### src/rtl/fib_ctrl_if.sv
// Bundle of request, engine and response signals for fib_ctrl.
//   in_*   : request stream (valid/ready, n)
//   fib_*  : engine go/n pulse protocol and done/result/overflow return
//   out_*  : response stream (valid/ready, n, result, overflow, latency)
// slave  : controller side (fib_ctrl)
// master : environment side (request source, engine, response sink)
interface fib_ctrl_if #(
    parameter int INPUT_WIDTH  = 6,
    parameter int OUTPUT_WIDTH = 32,
    parameter int CYCLE_WIDTH  = 16
);
    logic                    in_valid;
    logic                    in_ready;
    logic [INPUT_WIDTH-1:0]  in_n;
    logic                    fib_go;
    logic [INPUT_WIDTH-1:0]  fib_n;
    logic                    fib_done;
    logic [OUTPUT_WIDTH-1:0] fib_result;
    logic                    fib_overflow;
    logic                    out_valid;
    logic                    out_ready;
    logic [INPUT_WIDTH-1:0]  out_n;
    logic [OUTPUT_WIDTH-1:0] out_result;
    logic                    out_overflow;
    logic [CYCLE_WIDTH-1:0]  out_cycles;

    modport slave (
        input  in_valid, in_n, fib_done, fib_result, fib_overflow, out_ready,
        output in_ready, fib_go, fib_n, out_valid, out_n, out_result, out_overflow,
               out_cycles
    );

    modport master (
        output in_valid, in_n, fib_done, fib_result, fib_overflow, out_ready,
        input  in_ready, fib_go, fib_n, out_valid, out_n, out_result, out_overflow,
               out_cycles
    );
endinterface

### src/rtl/fib_ctrl.sv
// Upstream request controller for the fib engine. Takes one n at a time from the
// request stream, pulses go to the engine, waits for done, then holds the captured
// result/overflow and measured latency on the response stream until accepted.
// Ports:
//   clk  : clock, all state on rising edge
//   rst  : asynchronous active-low reset
//   bus  : fib_ctrl_if.slave (request, engine and response signals)
//
// state | meaning
// ------+-----------------------------------------------------------
// IDLE  | ready for a request (in_ready=1)
// START | one-cycle fib_go pulse to the engine, counter set to 1
// WAIT  | counting latency, waiting for fib_done
// OUT   | response presented (out_valid=1) until out_ready
module fib_ctrl #(
    parameter int INPUT_WIDTH  = 6,
    parameter int OUTPUT_WIDTH = 32,
    parameter int CYCLE_WIDTH  = 16
) (
    input logic     clk,
    input logic     rst,
    fib_ctrl_if.slave bus
);

    typedef enum logic [1:0] {
        IDLE  = 2'd0,
        START = 2'd1,
        WAIT  = 2'd2,
        OUT   = 2'd3
    } state_t;

    localparam logic [CYCLE_WIDTH-1:0] CNT_MAX = '1;
    localparam logic [CYCLE_WIDTH-1:0] CNT_ONE = {{(CYCLE_WIDTH-1){1'b0}}, 1'b1};

    state_t                  state;
    state_t                  state_nxt;
    logic                    in_ready;
    logic                    accept;
    logic [INPUT_WIDTH-1:0]  fib_n_q;
    logic [CYCLE_WIDTH-1:0]  cnt;
    logic [INPUT_WIDTH-1:0]  out_n_q;
    logic [OUTPUT_WIDTH-1:0] out_result_q;
    logic                    out_overflow_q;
    logic [CYCLE_WIDTH-1:0]  out_cycles_q;

    // Gated with rst so the request side sees not-ready during reset even though
    // the state register already sits in IDLE.
    assign in_ready = (state == IDLE) && rst;
    assign accept   = bus.in_valid && in_ready;

    // go and valid are state decodes, so they drop the instant reset asserts.
    assign bus.in_ready     = in_ready;
    assign bus.fib_go       = (state == START);
    assign bus.fib_n        = fib_n_q;
    assign bus.out_valid    = (state == OUT);
    assign bus.out_n        = out_n_q;
    assign bus.out_result   = out_result_q;
    assign bus.out_overflow = out_overflow_q;
    assign bus.out_cycles   = out_cycles_q;

    always_ff @(posedge clk or negedge rst) begin
        if (!rst) begin
            state <= IDLE;
        end else begin
            state <= state_nxt;
        end
    end

    always_comb begin
        state_nxt = state;
        case (state)
            IDLE:    if (accept) state_nxt = START;
            START:   state_nxt = WAIT;
            WAIT:    if (bus.fib_done) state_nxt = OUT;
            OUT:     if (bus.out_ready) state_nxt = IDLE;
            default: state_nxt = IDLE;
        endcase
    end

    always_ff @(posedge clk or negedge rst) begin
        if (!rst) begin
            fib_n_q        <= '0;
            cnt            <= '0;
            out_n_q        <= '0;
            out_result_q   <= '0;
            out_overflow_q <= 1'b0;
            out_cycles_q   <= '0;
        end else begin
            case (state)
                IDLE: begin
                    if (accept) begin
                        fib_n_q <= bus.in_n;
                        cnt     <= '0;
                    end
                end
                START: begin
                    cnt <= CNT_ONE;
                end
                WAIT: begin
                    if (cnt != CNT_MAX) begin
                        cnt <= cnt + 1'b1;
                    end
                    // The counter value in this cycle is the latency seen so far,
                    // including the cycle in which done is observed.
                    if (bus.fib_done) begin
                        out_n_q        <= fib_n_q;
                        out_result_q   <= bus.fib_result;
                        out_overflow_q <= bus.fib_overflow;
                        out_cycles_q   <= cnt;
                    end
                end
                default: begin
                end
            endcase
        end
    end

    a_go_single: assert property (@(posedge clk) disable iff (!rst)
        bus.fib_go |=> !bus.fib_go);

    a_out_stable: assert property (@(posedge clk) disable iff (!rst)
        (bus.out_valid && !bus.out_ready) |=>
            ($stable(bus.out_n) && $stable(bus.out_result) &&
             $stable(bus.out_overflow) && $stable(bus.out_cycles) && bus.out_valid));

    a_fib_n_stable: assert property (@(posedge clk) disable iff (!rst)
        (state != IDLE) |=> $stable(bus.fib_n));

endmodule
### src/flat_wrapper.sv
// flat-port wrapper written by rule: the top's interface ports become plain ports
module fib_ctrl_flat 
#(
    parameter int INPUT_WIDTH  = 6,
    parameter int OUTPUT_WIDTH = 32,
    parameter int CYCLE_WIDTH  = 16
)
  (clk, rst, bus_in_valid, bus_in_n, bus_fib_done, bus_fib_result, bus_fib_overflow, bus_out_ready, bus_in_ready, bus_fib_go, bus_fib_n, bus_out_valid, bus_out_n, bus_out_result, bus_out_overflow, bus_out_cycles);
  fib_ctrl_if #(.INPUT_WIDTH(INPUT_WIDTH), .OUTPUT_WIDTH(OUTPUT_WIDTH), .CYCLE_WIDTH(CYCLE_WIDTH)) bus_i ();
  input logic clk;
  input logic rst;
  input wire logic [$bits(bus_i.in_valid)-1:0] bus_in_valid;
  input wire logic [$bits(bus_i.in_n)-1:0] bus_in_n;
  input wire logic [$bits(bus_i.fib_done)-1:0] bus_fib_done;
  input wire logic [$bits(bus_i.fib_result)-1:0] bus_fib_result;
  input wire logic [$bits(bus_i.fib_overflow)-1:0] bus_fib_overflow;
  input wire logic [$bits(bus_i.out_ready)-1:0] bus_out_ready;
  output wire logic [$bits(bus_i.in_ready)-1:0] bus_in_ready;
  output wire logic [$bits(bus_i.fib_go)-1:0] bus_fib_go;
  output wire logic [$bits(bus_i.fib_n)-1:0] bus_fib_n;
  output wire logic [$bits(bus_i.out_valid)-1:0] bus_out_valid;
  output wire logic [$bits(bus_i.out_n)-1:0] bus_out_n;
  output wire logic [$bits(bus_i.out_result)-1:0] bus_out_result;
  output wire logic [$bits(bus_i.out_overflow)-1:0] bus_out_overflow;
  output wire logic [$bits(bus_i.out_cycles)-1:0] bus_out_cycles;
  assign bus_i.in_valid = bus_in_valid;
  assign bus_i.in_n = bus_in_n;
  assign bus_i.fib_done = bus_fib_done;
  assign bus_i.fib_result = bus_fib_result;
  assign bus_i.fib_overflow = bus_fib_overflow;
  assign bus_i.out_ready = bus_out_ready;
  assign bus_in_ready = bus_i.in_ready;
  assign bus_fib_go = bus_i.fib_go;
  assign bus_fib_n = bus_i.fib_n;
  assign bus_out_valid = bus_i.out_valid;
  assign bus_out_n = bus_i.out_n;
  assign bus_out_result = bus_i.out_result;
  assign bus_out_overflow = bus_i.out_overflow;
  assign bus_out_cycles = bus_i.out_cycles;
  fib_ctrl #(.INPUT_WIDTH(INPUT_WIDTH), .OUTPUT_WIDTH(OUTPUT_WIDTH), .CYCLE_WIDTH(CYCLE_WIDTH)) u_core (.clk(clk), .rst(rst), .bus(bus_i));
endmodule
### config.mk
export PLATFORM = sky130hd
export DESIGN_NAME = fib_ctrl_flat
export DESIGN_NICKNAME = d
export VERILOG_FILES = /design/src/rtl/fib_ctrl_if.sv /design/src/rtl/fib_ctrl.sv /design/src/flat_wrapper.sv
export SDC_FILE = /design/constraint.sdc
export NUM_CORES = 1
export LEC_CHECK = 0
export ABC_AREA = 1
export CAP_MARGIN = 20
export CELL_PAD_IN_SITES_DETAIL_PLACEMENT = 1
export CELL_PAD_IN_SITES_GLOBAL_PLACEMENT = 1
export CORE_MARGIN = 1.5
export CORE_UTILIZATION = 38
export CTS_CLUSTER_DIAMETER = 80
export DETAILED_ROUTE_END_ITERATION = 7
export HOLD_SLACK_MARGIN = 0.12
export PLACE_DENSITY_LB_ADDON = 0.15
export SLEW_MARGIN = 20
export SYNTH_ARGS = -nofsm -noshare
export SYNTH_HDL_FRONTEND = slang
export SYNTH_SLANG_ARGS = --single-unit
### constraint.sdc
create_clock -name clk -period 2.5 [get_ports clk]
set_clock_uncertainty 0.15 [all_clocks]
set_input_delay 0.375 -clock clk [delete_from_list [all_inputs] [get_ports clk]]
set_output_delay 0.375 -clock clk [all_outputs]
set_load 0.01 [all_outputs]
# Word-level counts from Yosys, hierarchy flattened
# Cells that the tools add are included.
dict set report word_totals {
  regBits 79
  inputBits 44
  output_inout_bits 64
  elab_cells 31
}
dict set report op_classes {
  n_addsub 1
  n_eq_ne 8
  mux 7
  n_reduce_logical 8
}
# cell count
set ops {}
lappend ops {{$pmux W16 S3} 1}
lappend ops {{$mux W16} 2}
lappend ops {{$add A16 B1 Y16 const B} 1}
lappend ops {{$ne A16 B16 Y1 const B} 1}
lappend ops {{$pmux W2 S4} 1}
lappend ops {{$mux W2} 3}
lappend ops {{$reduce_and A3 Y1} 2}
lappend ops {{$eq A2 B2 Y1 const B} 2}
lappend ops {{$ne A2 B1 Y1 const B} 2}
lappend ops {{$ne A2 B2 Y1 const B} 2}
lappend ops {{$reduce_and A2 Y1} 2}
lappend ops {{$reduce_bool A3 Y1} 1}
lappend ops {{$eq A2 B1 Y1 const B} 1}
lappend ops {{$logic_and A1 B1 Y1} 2}
lappend ops {{$logic_not A2 Y1} 1}

# Depth between registers and ports, before layout
# Gate-level depths: netlist (run 1).
dict set report depth {
  ltp_word 5
  mapped_depth 10
  depth_no_buf 10
}

# Worst setup path before layout (run 1)
# Ideal clock, no wire load.
dict set report synth_path {
  path_kind {register -> register}
  from {register u_core.state[0]}
  to {register u_core.cnt[0]}
  t_arrival_ns 1.440
  required_ns 2.222
  setup_slack_ns 0.782
  stages_incl_launch_ff 9
  synth_period_minus_slack_ns 1.718
  path_cell_list {dfrtp_1 inv_1 ha_1 nand3_1 nor2_1 nand4_4 nand2_4 buf_8 o21ai_0}
}
dict set report synth_between {
  elab_chain_len 5
  elab_cells_between_ends 10
  cone_classes {4 x eq/ne; 1 x mux; 5 x reduce/logical}
}
# item line
set synth_rtl {}
lappend synth_rtl {{from (decl)} fib_ctrl.sv:35} ;# state_t state;
lappend synth_rtl {{from (signal assigned)} fib_ctrl.sv:65} ;# state <= state_nxt;
lappend synth_rtl {{$logic_not A2 Y1} {fib_ctrl.sv:48, fib_ctrl.sv:89}}
lappend synth_rtl {{$logic_and A1 B1 Y1} fib_ctrl.sv:48} ;# assign in_ready = (state == IDLE) && rst;
lappend synth_rtl {{$logic_and A1 B1 Y1} fib_ctrl.sv:49} ;# assign accept = bus.in_valid && in_ready;
lappend synth_rtl {{$ne A2 B1 Y1 (no line)} -}
lappend synth_rtl {{$reduce_and A3 Y1 (no line)} -}
lappend synth_rtl {{to (signal assigned)} fib_ctrl.sv:101} ;# cnt <= cnt + 1'b1;
lappend synth_rtl {{to (decl)} fib_ctrl.sv:40} ;# logic [CYCLE_WIDTH-1:0] cnt;
# Several ways; a longest one is shown, not always the timed one.
# A chain may end at the register's enable or synchronous reset.

# Worst setup path after layout (run 1)
dict set report layout_path {
  from {input rst}
  to {output bus_in_ready}
}
dict set report layout_between {
  elab_chain_len 1
}
# item line
set layout_rtl {}
lappend layout_rtl {{from (decl)} flat_wrapper.sv:11} ;# input logic rst;
lappend layout_rtl {{$logic_and A1 B1 Y1} fib_ctrl.sv:48}
lappend layout_rtl {{to (decl)} flat_wrapper.sv:18} ;# output wire logic [$bits(bus_i.in_ready)-1:0] bus_in_ready;
# Every way passes these cells.

==> metrics list, run 1 <==
- The post-route netlist has 17.8% of its cells at a drive strength greater than 1.
- After detailed routing, the number of remaining DRC violations is 0.
- The most used flip-flop cell after synthesis is dfrtp_1.
* Vertical extent of the die: 99.3 µm
* Top cells by area, synth: dfrtp_1 (56%), mux2_2 (15%), nand2_1 (8.0%)
- Post-Route Setup TNS: 0 ps
* Antenna violations before repair: 0
- Commonest cells post-synth: dfrtp_1 (79), nand2_1 (75), mux2_2 (48)
* Detailed Route Iter0 Violations: 68
- The endpoint identified for the worst register-to-register timing path is u_core.cnt[6].
* Area of the mapped netlist: around 3500 µm²
* Total power draw: 5.11 mW
- Post-layout instance area: between 4000 and 5000 µm²
- The final number of max-transition violations came to 0.
* Final setup vio count: 0
- After global routing the overflow that remains totals 0.
* # placed instances: 540
* Total number of vias: 2770
* Top-Level Pins: 108
* Worst supply voltage drop on vdd: 0.455 mV
- The cell sitting at the root of the clock tree is a clkbuf_8.
* Skew-Pair Late Insertion Delay: 350 ps
- Cells fill 55.5% of the core in the end.
* Critical-path maximum fanout: 19
* Wire length reported by the detailed router: between 8000 and 9000 µm
- The Yosys step of the flow raised 0 warnings.
- Entering global routing, the biggest net connects 64 pins.
- First-pass GRT wire length: about 15000 µm
* Fill count: about 1000
- In this run, distinct cell masters in the synthesized netlist total 25.
- Highest cell delay on the worst timing path: 600 ps
- In this run the critical register-to-register path is launched from u_core.state[0].
- For this design the ratio of total power to cell area is 1040 nW/µm².
- Hold/Removal Path Class: in2async
* Count of nets left with antenna violations after detail routing: 0
- Avg WL per Cell: 16.0 µm
- After synthesis, the mean cell area works out to 10.7 µm².
* Post-CTS setup buffers: 0
* Placed wire-length estimate: 6620 µm
- Ratio of final minimum period to clock period: a little over nine tenths
- In this run the core area contains 34 standard-cell rows.
* Kind of start point of the critical path: input pin
* Type of destination of the critical path: output pin
- The multi-input combinational cells in the finished layout cover a total of 1390 µm².
- Sequential cell area: between 1500 and 2000 µm²
- TritonCTS built the clock tree.
- Measured along the x axis, the die boundary spans 99.3 µm.
- Of all flip-flops after synthesis, the portion carrying an async set or reset was 100%.
* Flop2flop setup slack: 470 ps
- Placed Instance Area: 4700 µm²
- Walking the worst path, the cells encountered are dlygate4sd3_1, buf_6, nand2_1, inv_1, clkdlybuf4s50_1.
- No sink is reached through more buffers than the 2 on the longest clock path.
- dfrtp_1 is the most common cell in the netlist.
* Critical path arrival: 1900 ps
- Counting every net in the synthesized netlist gives 381.
- The initial utilization of the core area, before any placement, comes to between 30 and 40%.
- Via/cell ratio: 4.97
- Status: finished, final reports clean
* Setup repair after global routing missed its margin: false
- Synthesis handed over a netlist of 330 instances.
- The final layout contains 495 nets.
- Static Leakage: 2.12 nW
- The floorplan step defined a die boundary enclosing a little under 10000 µm².
- Number of hold violations in the final report: 0
* Portion of the post-synthesis area used by sequential elements: 56.1%
* Minimum period implied by the final worst setup slack: 2430 ps
* Post-layout instance count excluding filler cells: 557
* Count of H-tree levels built during CTS: 3
- Number of flops mapped to enable cells by yosys: 0
- At the pin with the least slew margin, the transition time is 805 ps.
* Depth of the most critical reg-to-reg path: 8
* Total GRT Usage: 19.1%
- Tightest slew margin relative to the limit: about 46%
- Among all stages on the critical path, the largest delay is contributed by dlygate4sd3_1.
- CTS clock-pin slew for the worst setup and hold paths: 80 ps
- The critical path is of the in2out type.
- WP data required: between 1500 and 2000 ps
- The number of antenna diodes in the final layout is 0.
- For this run, the top clock speed supported by timing is 412 MHz.
* Share of the synthesized area in the top cell type: between 50 and 60%
- Number of port buffers: 107
* Number of global-route vias before repair: 2971
* Library cell with the largest summed area after synthesis: dfrtp_1
- Inserted Clock Buffers: 9
- At the end of routability-driven placement, the weighted congestion stood at 0.822.
* Core Box Area: 8850 µm²
* Area growth, synth to finish: 39.2%
* Max-capacitance violation count: 0
* Pre-antenna DRT Iters: 4
* Post-synthesis sequential element count: 79
* Number of clock sinks seen by CTS: 79
## where the power goes
part	internal (mW)	leakage (nW)	switching, mW
logic	1.25	1.02	0.981
clock network	0.467	0.0933	0.493
registers	1.69	1.00	0.226
total	3.41	2.12	1.70
## through the flow
step / hold WS [ps] / setup slack [ps]
2_1_floorplan: -70.6 / 782
6_report: 338 / 71.6
4_1_cts: 340 / 1.83
3_5_place_dp: 117 / 396
5_1_grt: 324 / 14.6
3_3_place_gp: 113 / 461
## critical path, delay by kind of cell
family,cells,cell delay [ps]
buffers and inverters,4,1440
AND/OR/NAND/NOR,1,80
## metal layers
| layer | track usage [%] | up-vias | part of all wire [%] |
|---|---|---|---|
| li1 | - | 1310 | - |
| met1 | 23.8 | 1388 | 45 |
| met2 | 33.0 | 66 | 50 |
| met3 | 4.43 | 6 | 4.7 |
| met4 | 5.85 | 0 | 0.85 |
| met5 | 0 | - | 0 |
## flip-flops by register name, summed over array words and instances, names as in the netlist
register / count
u_core.bus.fib_n: 6
u_core.bus.out_cycles: 16
u_core.bus.out_n: 6
u_core.bus.out_overflow: 1
u_core.bus.out_result: 32
u_core.cnt: 16
u_core.state: 2
## layout make-up
| class | instances | share of cell area [%] |
|---|---|---|
| sequential | 79 | 40.3 |
| multi-input combinational | 216 | 28.3 |
| timing repair buffer | 112 | 22.7 |
| tap | 108 | 2.75 |
| clock buffer | 10 | 2.60 |
| inverter | 26 | 1.99 |
| clock inverter | 6 | 1.38 |
## cell families after synthesis
logic type | after synthesis | synth area share [%]
simple gates | 126 | 16.3
flops | 79 | 56.1
mux | 48 | 15.3
buf+inv | 35 | 4.54
compound gates | 34 | 5.07
fa+ha+maj | 7 | 2.48
xor+xnor | 1 | 0.248
## layout by cell type, fill, tap and decap left out, types with 2 or more instances in the layout
| master | Yosys | routed |
|---|---|---|
| o21ai_1 | 2 | 2 |
| inv_1 | 26 | 26 |
| clkbuf_8 | 1 | 9 |
| nor2_2 | 2 | 2 |
| mux2_2 | 48 | 48 |
| inv_6 | 0 | 2 |
| buf_4 | 0 | 4 |
| nand3_1 | 17 | 17 |
| o21ai_0 | 25 | 25 |
| clkdlybuf4s50_1 | 0 | 106 |
| dfrtp_1 | 79 | 79 |
| nand4_1 | 3 | 3 |
| clkinvlp_4 | 0 | 2 |
| nor2_1 | 20 | 20 |
| nand2_2 | 1 | 2 |
| nor2_4 | 5 | 5 |
| nand2_1 | 75 | 74 |
| ha_1 | 7 | 7 |
| a21oi_1 | 4 | 4 |
## how the worst max path moves through the flow
stage                    start        endpoint  slack [ps]  cells after the start
2_1_floorplan  u_core.state[0]   u_core.cnt[0]         780                      8
3_3_place_gp      bus_in_valid  u_core.cnt[13]         460                      8
3_5_place_dp      bus_in_valid  u_core.cnt[15]         400                      8
4_1_cts                    rst    bus_in_ready           2                      5
5_1_grt                    rst    bus_in_ready          10                      5
6_report                   rst    bus_in_ready          70                      5
## what timing repair did
action	in CTS	in global routing
endpoints found under the hold margin	16	0
resized for setup	0	1
endpoints found under the setup margin	0	1
hold buffers	1	0
Note: power is estimated with default switching activity, not from simulation.
==> inputs of run 2 (changes only) <==
--- a/config.mk
+++ b/config.mk
@@ -15,6 +15,7 @@
 export DETAILED_ROUTE_END_ITERATION = 7
 export HOLD_SLACK_MARGIN = 0.12
 export PLACE_DENSITY_LB_ADDON = 0.15
+export SKIP_CTS_REPAIR_TIMING = 1
 export SLEW_MARGIN = 20
 export SYNTH_ARGS = -nofsm -noshare
 export SYNTH_HDL_FRONTEND = slang
==> constraint.sdc (replaced) <==
create_clock -name clk -period 2.5 [get_ports clk]
set_clock_uncertainty 0.15 [all_clocks]
set_input_delay 0.375 -clock clk [delete_from_list [all_inputs] [get_ports clk]]
set_output_delay 0.375 -clock clk [all_outputs]
set_load 0.005 [all_outputs]
==> run 2 against run 1 <==
Compared with the run above: total power shrank 3.2%; first-iteration DRC count fell by 15%; fmax rose by 6.0%; highest routed layer unchanged; cell area about the same; register-to-register slack barely moved; core utilization hardly changed; critical endpoint unchanged; largest power group unchanged; sequential power barely moved; sequential share of layout area is essentially flat.
==> metrics list, run 2 (synthesized netlist as in run 1, its figures left out) <==
- Status: finished, final reports clean (unchanged).
* Commonest non-fill, non-tap cells in the layout: clkdlybuf4s50_1 (106), dfrtp_1 (79), nand2_1 (74) (unchanged)
- The remaining max-slew budget at the tightest pin came to 46.5% (was 46.4%).
- Total power density per cell area: 1010 nW/µm² (was 1040 nW/µm²)
* Critical-path maximum fanout: 4 (was 19)
* WP data required: 1980 ps (about the same)
- Via/cell ratio: 4.99 (was 4.97)
* Static Leakage: 2.11 nW (was 2.12 nW)
- The DRC violations left came to 0 (unchanged).
- The arrival time at the worst endpoint was 1770 ps (was 1900 ps).
- The element type at the critical path start was a flip-flop (was input pin).
* Worst supply voltage drop on vdd: 0.432 mV (was 0.455 mV)
- The fraction of layout cells with a size suffix above 1 is 17.8% (unchanged).
- The end-of-flow core utilization is 55.4% (was 55.5%).
- Ratio of final minimum period to clock period: 91.6% (was 97.1%)
- Vertical extent of the die: 99.3 µm (unchanged)
- The synthesis-to-finish area growth is 39.1% (was 39.2%).
- The total routed wirelength is 8970 µm (was 8940 µm).
* First-pass GRT wire length: 14700 µm (about the same)
- The depth of the most critical reg-to-reg path was 8 (unchanged).
* Minimum period implied by the final worst setup slack: 2290 ps (was 2430 ps)
- The end of the worst register-to-register path is u_core.cnt[6] (unchanged).
- Hold/Removal Path Class: in2async (unchanged)
- The number of global-route vias before repair is 2967 (was 2971).
* Pre-antenna DRT Iters: 4 (unchanged)
- CTS clock-pin slew for the worst setup and hold paths: 80 ps (about the same)
- Detailed Route Iter0 Violations: 58 (was 68)
* Number of hold violations in the final report: 0 (unchanged)
- The estimated wirelength of the detail-placed design came to 6620 µm (unchanged).
* Flop2flop setup slack: 470 ps (about the same)
* Total GRT Usage: 19.1% (unchanged)
- The number of antenna repair diodes was 0 (unchanged).
- The number of buffers inserted by port buffering came to 107 (unchanged).
- Setup repair after global routing missed its margin: false (unchanged).
- The kind of end point of the critical path is an output pin (unchanged).
* Count of H-tree levels built during CTS: 3 (unchanged)
- Achievable clock frequency: 436 MHz (was 412 MHz)
- Layout net count: 495 (unchanged)
- Post-Route Setup TNS: 0 ps (unchanged)
- The clock network latency to the later pin of the worst-skew pair came to 350 ps (about the same).
- Leftover overflow at the end of global routing: 0 (unchanged)
- Starting Density: 39.8% (unchanged)
* Cell at the root of the clock tree: clkbuf_8 (unchanged)
- Top-Level Pins: 108 (unchanged)
- Start-to-end type of the worst setup path: reg2out (was in2out)
* Floorplan die width: 99.3 µm (unchanged)
- The worst hold slack after final layout came to 65.8 ps (was 338 ps).
- Max Transition Viols Final: 0 (unchanged)
- The count of final setup violators came to 0 (unchanged).
* Total number of placement rows: 34 (unchanged)
* Routability cong.: 0.822 (unchanged)
- Max FFs per register: 32 (unchanged)
- The clock sink count came to 79 (unchanged).
- The max-cap violation count is 0 (unchanged).
- The source of the worst register-to-register timing path is u_core.state[0] (unchanged).
- The critical path capture point is bus_in_ready (unchanged).
* Area of the die: 9870 µm² (unchanged)
* Critical path startpoint: u_core.state[0] (was rst)
- The number of antenna violations at the first check in global routing came to 0 (unchanged).
- Total number of vias: 2781 (was 2770)
* TritonCTS clock tree: built (unchanged)
- Count of nets left with antenna violations after detail routing: 0 (unchanged)
- Core Box Area: 8850 µm² (unchanged)
* Largest net degree at the start of global routing: 64 (unchanged)
* Measured slew at the worst slew-check pin: 803 ps (was 805 ps)
* CTS max path bufs: 2 (unchanged)
- The commonest non-fill, non-tap cell in the layout was clkdlybuf4s50_1 (unchanged).
- Avg WL per Cell: 16.1 µm (was 16.0 µm)
- Inserted Clock Buffers: 9 (unchanged)
-- run 2: worst min-delay path by stage --
stage                     startpoint                   endpoint  cells past startpoint
after floorplan                  rst        u_core.bus.fib_n[0]                      0
after global routing             rst  u_core.bus.out_result[29]                      2
after detailed placement         rst             u_core.cnt[14]                      1
final                            rst              u_core.cnt[1]                      2
after CTS                        rst            u_core.state[0]                      1
after global placement           rst            u_core.state[0]                      1
-- run 2: layer usage --
layer	global-route usage, %	vias to the layer above	wire length, µm
met4	6.28	0	104
met5	0	-	0
met1	23.5	1397	3930
met3	4.92	8	469
li1	-	1310	-
met2	32.8	66	4470
-- run 2: per-stage QoR --
stage / setup WS [ps] / area [µm²] / total power [mW] / cells
2_1_floorplan: 782 / 3530 / 2.91 / 330
3_3_place_gp: 461 / 4700 / 3.95 / 540
3_5_place_dp: 396 / 4700 / 4.06 / 540
4_1_cts: 176 / 4890 / 5.03 / 556
5_1_grt: 115 / 4900 / 5.27 / 557
6_report: 209 / 4900 / 4.95 / 557
-- run 2: worst max-delay path, cell delays in order, from the launching register on --
cell             delay, ps
dfrtp_1                430
inv_1                  150
ha_1                   200
nand2_1                 60
inv_1                   80
clkdlybuf4s50_1        500
-- run 2: area by class of cell --
class                      count  area, µm²
clock inverter                 6       67.6
fill                         979       3940
inverter                      26       97.6
tap                          108        135
sequential                    79       1980
multi-input combinational    216       1390
timing repair buffer         112       1110
clock buffer                  10        128
-- run 2: where the power goes --
part           total [mW]  switching (mW)  leakage [nW]  internal [mW]
Combinational        2.07           0.826          1.02           1.24
Sequential           1.92           0.225          1.00           1.69
Clock               0.961           0.494        0.0933          0.467
